`src/rtl/fifo_256.sv`:
```
// fifo_256: synchronous single-clock FIFO, DEPTH = 2**ADDR_WIDTH words.
// Data_out is registered and loads on an accepted read with one cycle of latency.
// Full and empty flags are decoded from the registered occupancy count.
`timescale 1ns/1ps

module fifo_256 #(
    parameter int DATA_WIDTH = 256,
    parameter int ADDR_WIDTH = 3
) (
    input  logic                  clk,
    input  logic                  rst_n,
    input  logic                  wr_en,
    input  logic                  rd_en,
    input  logic [DATA_WIDTH-1:0] Data_in,
    output logic [DATA_WIDTH-1:0] Data_out,
    output logic                  In_Busy,
    output logic                  Out_Busy,
    output logic [ADDR_WIDTH:0]   Count
);

    localparam int DEPTH = 1 << ADDR_WIDTH;
    localparam logic [ADDR_WIDTH:0] FULL_CNT = {1'b1, {ADDR_WIDTH{1'b0}}};

    logic [DATA_WIDTH-1:0] mem [DEPTH];

    logic [ADDR_WIDTH-1:0] wr_ptr_q, wr_ptr_d;
    logic [ADDR_WIDTH-1:0] rd_ptr_q, rd_ptr_d;
    logic [ADDR_WIDTH:0]   count_q, count_d;
    logic [DATA_WIDTH-1:0] data_out_q, data_out_d;

    logic rd_accept;
    logic wr_accept;
    logic full;
    logic empty;

    assign full  = (count_q == FULL_CNT);
    assign empty = (count_q == '0);

    // Accept decisions and next-state for pointers, occupancy and read data.
    // A write into a full FIFO is still taken when a read frees a slot on the same edge;
    // a read on an empty FIFO never falls through to the incoming write data.
    always_comb begin
        rd_accept  = rd_en && !empty;
        wr_accept  = wr_en && (!full || rd_accept);
        wr_ptr_d   = wr_ptr_q;
        rd_ptr_d   = rd_ptr_q;
        count_d    = count_q;
        data_out_d = data_out_q;
        if (wr_accept) begin
            wr_ptr_d = wr_ptr_q + 1'b1;
        end
        if (rd_accept) begin
            rd_ptr_d   = rd_ptr_q + 1'b1;
            data_out_d = mem[rd_ptr_q];
        end
        if (wr_accept && !rd_accept) begin
            count_d = count_q + 1'b1;
        end else if (rd_accept && !wr_accept) begin
            count_d = count_q - 1'b1;
        end
    end

    // Control state and read data register; reset discards all stored entries.
    always_ff @(posedge clk or negedge rst_n) begin
        if (!rst_n) begin
            wr_ptr_q   <= '0;
            rd_ptr_q   <= '0;
            count_q    <= '0;
            data_out_q <= '0;
        end else begin
            wr_ptr_q   <= wr_ptr_d;
            rd_ptr_q   <= rd_ptr_d;
            count_q    <= count_d;
            data_out_q <= data_out_d;
        end
    end

    // Storage array is intentionally left out of reset.
    always_ff @(posedge clk) begin
        if (wr_accept) begin
            mem[wr_ptr_q] <= Data_in;
        end
    end

    assign Data_out = data_out_q;
    assign Count    = count_q;
    assign In_Busy  = full;
    assign Out_Busy = empty;

endmodule

```
`config.mk`:
```
export PLATFORM = sky130hd
export DESIGN_NAME = fifo_256
export DESIGN_NICKNAME = d
export VERILOG_FILES = /design/src/rtl/fifo_256.sv
export SDC_FILE = /design/constraint.sdc
export NUM_CORES = 2
export LEC_CHECK = 0
export BUFFER_PORTS_ARGS = -buffer_cell sky130_fd_sc_hd__buf_2
export CORE_UTILIZATION = 30
export CTS_BUF_LIST = sky130_fd_sc_hd__clkbuf_16
export CTS_CLUSTER_SIZE = 8
export DETAILED_ROUTE_END_ITERATION = 12
export GPL_ROUTABILITY_DRIVEN = 0
export PLACE_DENSITY = 0.48
export SLEW_MARGIN = 10
export SYNTH_ARGS = -nofsm -noshare
export SYNTH_HDL_FRONTEND = slang
export SYNTH_SLANG_ARGS = --single-unit
export TNS_END_PERCENT = 50
```
`constraint.sdc`:
```
create_clock -name clk -period 28.4 [get_ports clk]
set_clock_uncertainty 0.05 [all_clocks]
set_input_delay 5.68 -clock clk [delete_from_list [all_inputs] [get_ports clk]]
set_output_delay 5.68 -clock clk [all_outputs]
set_load 0.1 [all_outputs]
```
=== Word-level counts from Yosys, hierarchy flattened ===
Memory sizes are Yosys's and may differ from the RTL's. A register that Yosys moved wholly into a read port is not among the register bits.
Cells that the tools add are included.

* Add/sub/neg operators: 4
* Equal/unequal tests: 1
* Mux-type cells: 4
* Reductions and logical operators: 12

{| class="wikitable"
|+ Operator list
! cell !! count
|-
| $mux 4 || 2
|-
| $add 3x1->3 const B || 2
|-
| $logic_not 1->1 || 5
|-
| $add 4x1->4 const B || 1
|-
| $eq 4x4->1 const B || 1
|-
| $logic_and 1x1->1 || 4
|-
| $logic_not 4->1 || 1
|-
| $sub 4x1->4 const B || 1
|-
| $mux 1 || 2
|-
| $reduce_bool 2->1 || 1
|-
| $logic_or 1x1->1 || 1
|}

* Register bits after elaboration: 10
* RAM bits: 2048
* Input bits: 260
* Output and inout port bits: 262
* Word-level logic and storage cells: 25
* Memories: 1

{| class="wikitable"
|+ Memories
! memory !! depth !! width !! rd ports !! clocked after memory_dff !! wr ports !! RTL line !! text
|-
| mem || 8 || 256 || 1 || 1 || 1 || 24 || <nowiki>logic [DATA_WIDTH-1:0] mem [DEPTH];</nowiki>
|}

=== Longest topological paths before layout ===
* Depth in word-level cells: 9
* Depth in mapped cells: 13
* Depth with buffers taken out: 10

=== Worst setup path after synthesis ===
OpenSTA, ideal clock, no wires.

* Kind: input port to flip-flop
* From: in rd_en
* To: mem mem[0][0] (enable)
* Setup time: 1.497 ns
* Arrival: 29.815 ns
* Path slack: -2.962 ns
* Stages on the path: 2
* Cell sequence: o21ai_2 > nor4_1

* Cells in the longest elaborated chain, start to end: 5

{| class="wikitable"
|+ RTL lines
! element !! RTL line !! text
|-
| start, declared || 13 || <nowiki>input logic rd_en,</nowiki>
|-
| $logic_and 1x1->1 || 43 || <nowiki>rd_accept = rd_en && !empty;</nowiki>
|-
| $logic_or 1x1->1 || 44 || <nowiki>wr_accept = wr_en && (!full || rd_accept);</nowiki>
|-
| $logic_and 1x1->1 || 44 ||
|-
| $mux 1 || 80 || <nowiki>if (wr_accept) begin</nowiki>
|-
| $mux 1 (implied by the code) || 81 || <nowiki>mem[wr_ptr_q] <= Data_in;</nowiki>
|-
| end, declared || 24 ||
|}

No other way between the ends.

=== Worst setup path after layout ===
* From: in rd_en
* To: mem mem[7][170] (enable)

* Cells in the longest elaborated chain, start to end: 5

{| class="wikitable"
|+ RTL lines
! element !! RTL line !! text
|-
| $logic_and 1x1->1 || 43 ||
|-
| $logic_or 1x1->1 || 44 ||
|-
| $logic_and 1x1->1 || 44 ||
|-
| named net wr_accept || 32 || <nowiki>logic wr_accept;</nowiki>
|-
| $mux 1 || 80 ||
|-
| $mux 1 (implied by the code) || 81 ||
|}

The timed path passes the listed nets, and every way through them passes these cells.

==> impl_metrics.toml <==
[synth]
yosysUniqueCellTypes = 39
synth.largest_area_cell = "edfxtp_1"
ys_ff_latch = 2314
synthesis.nets = 4904
synth_edf_count = 2048
seq_area_frac_synth_pct = 78.5
synth_common_cells = "2048 x edfxtp_1, 513 x mux2i_1, 392 x mux2_2"
synth_flop_cell = "edfxtp_1"
netlist_area_sq_um = 86900
synth.avg_cell_area_sq_um = 18.7
yosysMostFrequentCell = "edfxtp_1"
yosys-top-cells-area = "edfxtp_1 71%, dfrtp_1 7.7%, mux2i_1 5.9%, mux2_2 5.1%, mux4_2 1.6%"
netlist_instances = 4638
yosys.area.top_type_share_pct = 70.8
async_reset_ff_share_pct = 11.5
ys_warn_count = 0

[worst_setup_path]
critPathRequiredTime_ns = 28.80
worstSetupEndpointType = "register"
crit_fanout = 51
cp-start-kind = "input pin"
crit_type = "input pin to register"
arrival_ns = 9.37

[place]
placed_cell_area_sq_um = 93700
post-place-ws_ns = 18.49
port_buffers = 521
post-dp-hpwl_um = 122000

[clock_network]
postCtsSetupBuffers = 0
hold_buffers = 0
cts_buffers = 329
clk_latency_ns = 0.87
cts_sinks = 2314
cts_resized = 0
cts_tree = "built"
cts_max_level = 5
clk_path_buf_depth = 4
clkSlewWorstSetupHoldPaths_ns = 0.05
root_buffer = "clkbuf_16"

[grt]
grt-ovfl-total = 0
antenna_found_initial = 100
grt_use_total_pct = 14.7
grt_first_pass_wirelength_um = 320000
grt_max_degree = 162
first_global_vias = 46200

[floorplanning]
row_count = 197
coreArea_sq_um = 288000
pin_count = 522
dieWidth_um = 540
dieArea_sq_um = 292000
start_util_pct = 30.2
die_height_um = 540

[timing]
fmax_mhz = 111
slew_headroom_pct = 16.9
hold_viol_final = 0
final_max_slew_viol_count = 0
rsz0062_at_grt = "no"
tightest_slew_ns = 1.25
holdWs_ns = 0.417
finalSetupTns_ns = 0
fin_crit_ns = 8.97
fin_crit_sh_pct = 31.6
finalSetupViolCount = 0
setup_slack_ns = 19.43

[layout]
drive_gt1_share_pct = 26.0
fin_area_sq_um = 103000
layout.nets = 5565
syn_to_final_growth_pct = 19.0

[route]
vias = 44600
drtPass1Iterations = 7
drc = 0
detail-route-antenna-nets = 0
avgRoutedWirePerCell_um = 23.5
drt_iter0_markers = 2666
avgViaCountPerCell = 4.78
wl_um = 219000

[pwr]
totalPowerFinal_w = 0.0125
power.leakage_nw = 36.6
peakVddDrop_v = 0.000120
powerDensity_nw_per_um2 = 121

[run_status]
status = "complete, no violations"

[run]
max-cap-violations = 0

[min_path]
worstHoldPathType = "register to register"
## flip-flops by register name (all words and copies together), names as in the netlist
name / count
Count: 4
mem: 2048
wr_ptr_q: 3
Data_out: 256
rd_ptr_q: 3
## logic make-up after synthesis
kind of cell    Yosys count  synth area share [%]
fa+ha+maj                 6                0.0951
buf+inv                 282                  1.54
mux                     966                  12.6
xor+xnor                  6                0.0605
compound gates          775                  5.98
simple gates            289                  1.30
flops                  2314                  78.5
## stage by stage
stage,utilization (%),instances
after global routing,35.9,9316
after detailed placement,32.6,8749
after CTS,35.9,9309
after floorplan,-,4638
final,35.9,9324
after global placement,32.6,8749
## power breakdown
part	switching, W	internal, W	total [W]
clock network	0.00144	0.00212	0.00356
registers	0.000229	0.00437	0.00460
logic	0.00323	0.00112	0.00435
total	0.00490	0.00762	0.0125
## cell type report
cell class                 instances  area (sq um)
clock buffer                     333          8330
clock inverter                   227          1270
fill                           27000        185000
inverter                           5          36.3
antenna                           15          37.5
multi-input combinational       2042         17500
sequential                      2314         68200
timing repair buffer             607          3340
tap                             3781          4730
## routing by layer
layer	vias to the layer above	global-route usage (%)	routed length [um]
met5	-	0	533
met4	88	3.69	4690
met3	423	3.95	13300
met2	1055	23.4	102000
met1	23100	19.7	98500
li1	19900	-	-
## final timing paths
path / depth (start not counted) / startpoint / endpoint / slack, ns
setup / recovery: 9 / rd_en / mem[7][170]$_DFFE_PP_ / 19.43
hold / removal: 2 / Data_out[36]$_DFFE_PN0P_ / Data_out[36]$_DFFE_PN0P_ / 0.42
setup reg to reg: 7 / rd_ptr_q[0]$_DFFE_PN0P_ / Data_out[119]$_DFFE_PN0P_ / 22.65
hold reg to reg: 2 / Data_out[36]$_DFFE_PN0P_ / Data_out[36]$_DFFE_PN0P_ / 0.42
max in group asynchronous: 3 / rst_n / Data_out[105]$_DFFE_PN0P_ / 21.50
min in group asynchronous: 1 / rst_n / Data_out[203]$_DFFE_PN0P_ / 4.75
## worst max-delay path, stage by stage
cell and delay, ns:
buf_2 0.09, o21ai_2 0.16, inv_2 0.13, nand2_1 0.20, nor2_4 0.16, buf_4 0.42
buf_4 0.71, buf_4 0.77, buf_4 0.82
## layout by cell type (no fill, tap or decap), types with 8 or more instances in the layout
| cell type | n |
|---|---|
| o21ai_1 | 82 |
| a22oi_1 | 114 |
| buf_2 | 520 |
| clkinv_8 | 8 |
| edfxtp_1 | 2048 |
| a21oi_1 | 121 |
| clkbuf_16 | 333 |
| mux4_2 | 60 |
| o221ai_1 | 114 |
| nor2_1 | 60 |
| o22ai_1 | 142 |
| buf_4 | 80 |
| mux2_2 | 392 |
| o21ai_0 | 116 |
| mux2i_1 | 513 |
| a221o_1 | 82 |
| diode_2 | 15 |
| inv_1 | 199 |
| dfrtp_1 | 264 |
| nand2_1 | 209 |
(Power assumes the default switching activity.)
